### config.mk
export PLATFORM = sky130hd
export DESIGN_NAME = mix_columns_serial
export DESIGN_NICKNAME = d
export VERILOG_FILES = /design/src/rtl/mix_columns_serial.sv
export SDC_FILE = /design/constraint.sdc
export NUM_CORES = 1
export LEC_CHECK = 0
export CORE_MARGIN = 3
export CORE_UTILIZATION = 40
export DETAILED_ROUTE_END_ITERATION = 8
export GPL_TIMING_DRIVEN = 0
export HOLD_SLACK_MARGIN = 0.02
export PLACE_DENSITY = 0.71
export REMOVE_ABC_BUFFERS = 1
export SYNTH_ARGS = -nofsm -noshare
export SYNTH_HDL_FRONTEND = slang
export SYNTH_SLANG_ARGS = --single-unit
### constraint.sdc
create_clock -name clk -period 1.63 [get_ports clk]
set_clock_uncertainty 0.1 [all_clocks]
set_input_delay 0.2445 -clock clk [delete_from_list [all_inputs] [get_ports clk]]
set_output_delay 0.2445 -clock clk [all_outputs]
set_load 0.005 [all_outputs]
### src/rtl/mix_columns_serial.sv
// Byte-serial AES MixColumns: collects 4-byte columns, mixes in GF(2^8), re-serialises one byte per cycle.
// Optional INV_MIX_EN adds the 'inv' port selecting InvMixColumns coefficients.
module mix_columns_serial (
    input  logic       clk,
    input  logic       rst_n,
    input  logic [7:0] din,
    input  logic       din_valid,
    input  logic       din_first,
    input  logic       bypass,
`ifdef INV_MIX_EN
    input  logic       inv,
`endif
    output logic [7:0] dout,
    output logic       dout_valid,
    output logic       dout_last,
    output logic       frame_err
);

    typedef enum logic {EMPTY = 1'b0, DRAIN = 1'b1} state_t;

    state_t          state, state_nxt;
    logic [1:0]      bc, cc;
    logic [1:0]      oc, ocol;
    logic [2:0][7:0] col_p0;
    logic [3:0][7:0] mixed_p0;
    logic [3:0][7:0] out_p1;
    logic            load_p0;

    function automatic logic [7:0] xtime(input logic [7:0] x);
        return {x[6:0], 1'b0} ^ (x[7] ? 8'h1b : 8'h00);
    endfunction

    function automatic logic [7:0] mul3(input logic [7:0] x);
        return xtime(x) ^ x;
    endfunction

    function automatic logic [31:0] mix_fwd(input logic [7:0] a0, input logic [7:0] a1,
                                            input logic [7:0] a2, input logic [7:0] a3);
        logic [7:0] b0, b1, b2, b3;
        b0 = xtime(a0) ^ mul3(a1) ^ a2 ^ a3;
        b1 = a0 ^ xtime(a1) ^ mul3(a2) ^ a3;
        b2 = a0 ^ a1 ^ xtime(a2) ^ mul3(a3);
        b3 = mul3(a0) ^ a1 ^ a2 ^ xtime(a3);
        return {b3, b2, b1, b0};
    endfunction

`ifdef INV_MIX_EN
    // Inverse coefficients built from x*8 ^ x*4 ^ x*2 ^ x combinations.
    function automatic logic [7:0] mul9(input logic [7:0] x);
        return xtime(xtime(xtime(x))) ^ x;
    endfunction

    function automatic logic [7:0] mulb(input logic [7:0] x);
        return xtime(xtime(xtime(x))) ^ xtime(x) ^ x;
    endfunction

    function automatic logic [7:0] muld(input logic [7:0] x);
        return xtime(xtime(xtime(x))) ^ xtime(xtime(x)) ^ x;
    endfunction

    function automatic logic [7:0] mule(input logic [7:0] x);
        return xtime(xtime(xtime(x))) ^ xtime(xtime(x)) ^ xtime(x);
    endfunction

    function automatic logic [31:0] mix_inv(input logic [7:0] a0, input logic [7:0] a1,
                                            input logic [7:0] a2, input logic [7:0] a3);
        logic [7:0] b0, b1, b2, b3;
        b0 = mule(a0) ^ mulb(a1) ^ muld(a2) ^ mul9(a3);
        b1 = mul9(a0) ^ mule(a1) ^ mulb(a2) ^ muld(a3);
        b2 = muld(a0) ^ mul9(a1) ^ mule(a2) ^ mulb(a3);
        b3 = mulb(a0) ^ muld(a1) ^ mul9(a2) ^ mule(a3);
        return {b3, b2, b1, b0};
    endfunction
`endif

    // Stage p0: column collection; the 4th byte is used live from din.
    assign load_p0 = din_valid & ~din_first & (bc == 2'd3);

    always_comb begin
        mixed_p0 = mix_fwd(col_p0[0], col_p0[1], col_p0[2], din);
`ifdef INV_MIX_EN
        if (inv)
            mixed_p0 = mix_inv(col_p0[0], col_p0[1], col_p0[2], din);
`endif
        if (bypass)
            mixed_p0 = {din, col_p0[2], col_p0[1], col_p0[0]};
    end

    always_ff @(posedge clk or negedge rst_n) begin
        if (!rst_n) begin
            bc        <= 2'd0;
            cc        <= 2'd0;
            col_p0    <= '0;
            frame_err <= 1'b0;
        end else begin
            frame_err <= din_valid & din_first & ((bc != 2'd0) | (cc != 2'd0));
            if (din_valid) begin
                if (din_first) begin
                    col_p0[0] <= din;
                    bc        <= 2'd1;
                    cc        <= 2'd0;
                end else begin
                    case (bc)
                        2'd0:    col_p0[0] <= din;
                        2'd1:    col_p0[1] <= din;
                        2'd2:    col_p0[2] <= din;
                        default: ;
                    endcase
                    bc <= bc + 2'd1;
                    if (bc == 2'd3)
                        cc <= cc + 2'd1;
                end
            end
        end
    end

    // Stage p1: output register and serialiser.
    always_ff @(posedge clk or negedge rst_n) begin
        if (!rst_n)
            state <= EMPTY;
        else
            state <= state_nxt;
    end

    always_comb begin
        state_nxt = state;
        case (state)
            EMPTY:   if (load_p0) state_nxt = DRAIN;
            DRAIN:   if ((oc == 2'd3) && !load_p0) state_nxt = EMPTY;
            default: state_nxt = EMPTY;
        endcase
    end

    // oc parks at 3 once drained so dout keeps showing the last byte.
    always_ff @(posedge clk or negedge rst_n) begin
        if (!rst_n) begin
            out_p1 <= '0;
            oc     <= 2'd0;
            ocol   <= 2'd0;
        end else if (load_p0) begin
            out_p1 <= mixed_p0;
            oc     <= 2'd0;
            ocol   <= cc;
        end else if ((state == DRAIN) && (oc != 2'd3)) begin
            oc <= oc + 2'd1;
        end
    end

    always_comb begin
        dout       = out_p1[oc];
        dout_valid = (state == DRAIN);
        dout_last  = (state == DRAIN) && (oc == 2'd3) && (ocol == 2'd3);
    end

endmodule

==> metrics, run 1 <==
sum of buffers and inverters on the critical path=2; FF+latch count, synth=66; antenna viol nets, final=0; final design utilization=0.518; Crit Reg-Reg Startpoint=col_p0[3]; sequential element share of the synthesized area=0.385; die width=110 um; Total GRT Usage=0.187; drt wl/cell=21.2 um; Yosys warnings=0; first-pass GRT wire length=16600 um; vias in the first global route=3086; Crit path largest cell delay=500 ps; Die Area=12000 sq um; Max Root-Sink Buffers=2; RSZ-0062 raised after global routing=true; area leader, netlist=dfrtp_1; Critical Path AT=1590 ps; design area=5370 sq um; crit path capture=dout[4]; fillcell total=884; crit share post-route=1.19; leakage power=0.00249 uW; gr ovfl total=0; Min Clock Period, post-route=1930 ps; crit path from=oc[0]; initial drt markers=215; drt pass-1 iters=4; ratio of cells with drive above 1 in the final layout=0.369; Setup crit start kind=flop; area grow syn2layout=25.0%; Final Power=9430 uW; Hold Path Class=input pin to flop; R2R cell count=4; CP Cell Sequence=buf_12, mux4_2, buf_2; detailed placement HPWL=around 5600 um; Core Area=10400 sq um; Post-synth top flop=dfrtp_1; pin count of the biggest net entering global routing=67; CTS Buf Count=9; Antenna diodes=0; nets=between 400 and 500; Post-Route WL=11300 um; CTS tree=built; pwr dens=1760 nW/um^2; worst-skew pair later-pin latency=about 350 ps; final slew viol count=0; max-cap viol count=0; Initial Util=0.414; EDFF count, synth=0; CP max-delay cell=dfrtp_4; Residual DRC=0; asr flop ratio synth=1.00; num rows=37; syn avg cell area=roughly 12 sq um; Slew @ Worst Pin=just under 900 ps; highest clock rate=518 MHz; DR vias=3026; Largest delay share family, worst path=flip-flops; H-tree depth=3; DIE HEIGHT=110 um; Cells after Synth=347; Reg2Reg Setup Slack=-20 ps; Max Fanout on Critical Path=5; Mapped Area=between 4000 and 5000 sq um; Yosys cell types=35; max_slew headroom=0.403; Setup CP Type=flop to primary output; initial antenna violation count=0; status=complete, but fails checks; Worst Slack Setup Final=-302 ps; clock-pin slew on the worst setup and hold paths=70 ps; Hold Vio Cnt, Final=0; crit end category=primary output; Cell Area, Placed=4540 sq um; Synth top area share=0.385; drt via density=about 5.7; endpoints failing setup=12; stages on the worst setup path=3; hold_sp=din[1]; Port Buffers=23; clk root buf=clkbuf_8; gpl congestion=0.770; peak supply drop=0.538 mV; failing checks=setup timing; r2r endpoint=out_p1[19]; Worst EP required=1290 ps; top post-synthesis cells by area=dfrtp_1 38%, xnor3_1 19%, mux2_2 6.3%; IO Count=24; Sink Count=66
[final cells by class]
class,instances,area [sq um],area share
clock inverter,3,40.0,0.00746
tap,136,170,0.0317
sequential,66,1670,0.312
timing repair buffer,62,578,0.108
clock buffer,12,145,0.0270
multi-input combinational,249,2750,0.512
inverter,4,15.0,0.00280
[logic make-up (layout without fill, tap and decap cells)]
group                    count (synthesis)  after routing  share of synthesized area
adder cells (fa/ha/maj)                  6              6                     0.0175
AO/OA/AOI/OAI                           41             41                     0.0673
XOR/XNOR                                80             80                      0.294
AND/OR/NAND/NOR                         81             88                     0.0877
multiplexers                            34             34                      0.110
flip-flops                              66             66                      0.385
buffers and inverters                   39             81                     0.0393
[sequential cells by signal, summed over array words and instances (netlist names)]
name / count
ocol: 2
col_p0: 24
dout_valid: 1
bc: 2
frame_err: 1
out_p1: 32
cc: 2
oc: 2
[worst min path at each step]
stage / to / depth (start not counted)
after floorplan: bc[0] / 0
after global placement: ocol[1] / 2
after detailed placement: out_p1[6] / 1
after CTS: frame_err / 3
after global routing: out_p1[25] / 3
final: out_p1[25] / 3
[layout by cell type (no fill, tap or decap), types with 3 or more instances in the layout]
cell              n
dfrtp_1          51
xnor3_1          37
nand2_1          34
o211ai_1         29
buf_4            28
mux2_2           24
nand3_1          23
xor2_1           15
xnor2_1          15
dfrtp_2          14
clkbuf_8         10
mux4_2            8
buf_2             7
nand3_2           6
clkdlybuf4s50_1   6
buf_6             6
o21ai_0           5
buf_12            5
xnor2_2           4
nor2_1            4
xor2_4            3
nand2b_4          3
xor2_2            3
and2_1            3
ha_1              3
dlygate4sd2_1     3
[metrics by stage]
step / hold WS [ps] / worst slack [ps] / TNS (ps) / instances
2_1_floorplan: -151 / -816 / -25650 / 312
3_3_place_gp: 357 / -2140 / -217120 / 471
3_5_place_dp: 302 / -2210 / -93010 / 471
4_1_cts: 331 / -306 / -2600 / 514
5_1_grt: 316 / -334 / -3130 / 532
6_report: 273 / -302 / -2430 / 532
[synthesized netlist by cell type (2+ instances only)]
cell	instances
mux2_2	24
nand3_1	29
buf_2	8
a21oi_1	2
xor2_1	20
o21ai_1	2
nor2_1	4
ha_1	6
and3_1	2
nor2b_1	2
clkbuf_1	18
mux2i_1	2
xor3_1	2
o211ai_1	29
mux4_2	8
a211o_1	2
xnor3_1	37
buf_1	6
inv_1	4
nand2_1	36
o21ai_0	5
dfrtp_1	66
and2_1	3
xnor2_1	19
[what timing repair did]
action / 4_1_cts / 5_1_grt
cloned: 3 / 4
hold buffers: 1 / 0
endpoints found under the hold margin: 66 / 0
gates resized for setup: 87 / 29
setup endpoints to repair: 72 / 51
pin swaps: 6 / 21
buffers inserted: 24 / 15
[power breakdown]
part | total (uW) | switching (uW) | internal, uW
logic | 5180 | 1920 | 3260
registers | 2890 | 616 | 2280
clock network | 1360 | 623 | 736
[worst min-delay path: stages]
cell            delay [ps]
dlymetal6s2s_1         230
nand3_2                110
o211ai_1                80
[layer usage]
| metal | global-route usage | routed length (um) | vias up |
|---|---|---|---|
| li1 | - | - | 1324 |
| met1 | 0.247 | 4530 | 1544 |
| met2 | 0.301 | 5690 | 131 |
| met3 | 0.0364 | 798 | 27 |
| met4 | 0.0775 | 267 | 0 |
| met5 | 0 | 0 | - |
Note: power is estimated with default switching activity, not from simulation.
==> inputs of run 2 (changes only) <==
Settings changed: CORE_MARGIN 3 to 1, HOLD_SLACK_MARGIN 0.02 to unset.
==> run 2 against run 1 <==
Compared with the run above: the flow still finishes with violations (setup timing); hold slack got worse by 14 ps; sequential power barely moved; sequential share of layout area is 0.68 points lower; wire length is 1.3% lower; clock power grew 29%.
==> metrics, run 2 (synthesis gave the netlist of run 1 again) <==
Largest regs=out_p1: 32 flops, col_p0: 24 flops; CTS Buf Count=9 (unchanged); gr ovfl total=0 (unchanged); Initial Util=0.414 (unchanged); Min Clock Period, post-route=1930 ps (+0.855 ps); endpoints failing setup=13 (+1); failing checks=setup timing; crit end category=primary output; status=complete, but fails checks; nets=415 (+0.97%); Residual DRC=0 (unchanged); Core Area=10400 sq um (unchanged); drt pass-1 iters=4 (unchanged); initial antenna violation count=0 (unchanged); Psw=3180 uW (+0.83%); Post-Route WL=11100 um (-1.3%); max_slew headroom=0.343 (-0.0606); GRT Max-Usage Layer=met2; Max Fanout on Critical Path=5 (unchanged); ratio of cells with drive above 1 in the final layout=0.392 (+0.0228); most common cell after layout, fill and taps aside=dfrtp_1; Reg power frac=0.296 (-0.011); CP Cell Sequence=buf_12, mux4_2, buf_2; CTS tree=built; Sink Count=66 (unchanged); initial drt markers=218 (+1.4%); Total GRT Usage=0.199 (+0.0129); Comb pwr share=0.525 (-0.024); routing usage on met3=0.0328 (-0.00363); final cell count without fillers=537 (+0.94%); Clk network pwr share=0.179 (+0.035); Port Buffers=23 (unchanged); drt wl/cell=20.8 um (-2.2%); met2 GRT Util=0.321 (+0.0206); detailed placement HPWL=5590 um (-0.37%); Hold Vio Cnt, Final=0 (unchanged); DR vias=3024 (-0.066%); Top reg by flops=out_p1; gpl congestion=0.773 (+0.40%); max reg flops=32 (unchanged); Worst EP required=1290 ps (about the same); final slew viol count=0 (unchanged); Hold Path Class=input pin to flop; worst-skew pair later-pin latency=340 ps (about the same); GR Util met1=0.277 (+0.0300); Max Root-Sink Buffers=2 (unchanged); Crit path largest cell delay=510 ps (about the same); DIE HEIGHT=106 um (-3.6%); Die Area=11200 sq um (-7.2%); first-pass GRT wire length=16600 um (about the same); highest clock rate=517 MHz (about the same); Setup CP Type=flop to primary output; internal power=6590 uW (+5.1%); fillcell total=867 (-1.9%); die width=106 um (-3.6%); drt via density=5.63 (-1.0%); pwr dens=1790 nW/um^2 (+1.6%); max-cap viol count=0 (unchanged); most frequent cells in the layout=54 x dfrtp_1, 37 x xnor3_1, 34 x nand2_1; pin count of the biggest net entering global routing=67 (unchanged); clock-pin slew on the worst setup and hold paths=80 ps (about the same); Setup crit start kind=flop; vias in the first global route=2971 (-3.7%); Worst Slack Setup Final=-303 ps (-0.855 ps); CP max-delay cell=mux4_2; switching portion of total power=0.326 (-0.00907); Slew @ Worst Pin=986 ps (+90.8 ps); peak supply drop=0.621 mV (+15%); num rows=37 (unchanged); crit share post-route=1.19 (about the same); leakage power=0.00254 uW (+2.0%); hold_ws=259 ps (-14.1 ps); RSZ-0062 raised after global routing=true; H-tree depth=3 (unchanged); placed cell count=471 (unchanged); IO Count=24 (unchanged); Critical Path AT=1590 ps (about the same); area grow syn2layout=27.5%; clk root buf=clkbuf_8; antenna viol nets, final=0 (unchanged); Antenna diodes=0 (unchanged)
==> run 2: changes by cell type in the layout (fill, tap and decap cells not counted), moves of 3 or more <==
cell     change
nand3_1      -6
buf_4        +3
dfrtp_1      +3
nand3_2      +6
dfrtp_2      -3
==> run 2: power groups by stage <==
stage	logic [uW]	registers (uW)	clock network (uW)
6_report	5140	2890	1750
5_1_grt	5530	2970	1830
4_1_cts	4830	2860	1750
3_5_place_dp	4310	3050	0
3_3_place_gp	4250	3010	0
2_1_floorplan	3430	2780	0
==> run 2: worst paths after layout <==
path                               to  startpoint  cells past startpoint  slack, ps
setup / recovery              dout[3]       oc[0]                      3       -300
hold / removal             out_p1[30]      din[6]                      3        260
setup reg to reg            out_p1[3]       bc[1]                      6        -10
hold reg to reg               ocol[0]     ocol[0]                      2        380
max in group asynchronous       oc[0]       rst_n                      2        350
min in group asynchronous   out_p1[6]       rst_n                      2        450
==> run 2: cell type report <==
type / count / area, sq um / area share
multi-input cells: 249 / 2780 / 0.507
flip-flops and latches: 66 / 1670 / 0.305
repair buffers: 66 / 592 / 0.108
well taps: 136 / 170 / 0.0311
clock buffers: 10 / 138 / 0.0251
clock inverters: 6 / 114 / 0.0208
inverters: 4 / 15.0 / 0.00274
==> run 2: stage by stage <==
step                TNS [ps]  setup WS, ps  power [uW]  cell area, sq um  utilization
floorplan             -25650          -816        6210              4140            -
global placement     -215540         -2120        7260              4540        0.438
detailed placement    -89820         -2170        7360              4540        0.438
CTS                    -2460          -305        9450              5210        0.502
global route           -3580          -350       10300              5480        0.528
finish                 -2390          -303        9780              5480        0.528
==> run 2: worst max-delay path, delay by kind of cell (launching register included) <==
kind                   cells  cell delay, ps
flip-flops                 1             440
buffers and inverters      2             280
multiplexers               1             510
==> run 2: timing repair <==
action	4_1_cts	5_1_grt
gates cloned	4	3
buffers inserted	30	13
pin swaps	8	25
hold buffers	1	0
endpoints found under the setup margin	72	47
resized for setup	86	36
endpoints found under the hold margin	66	0
==> run 2: layer usage <==
layer	vias to the layer above	part of all wire	wire length [um]
met5	-	0	0
met1	1579	0.42	4690
li1	1331	-	-
met3	16	0.058	648
met4	0	0.017	189
met2	98	0.50	5620
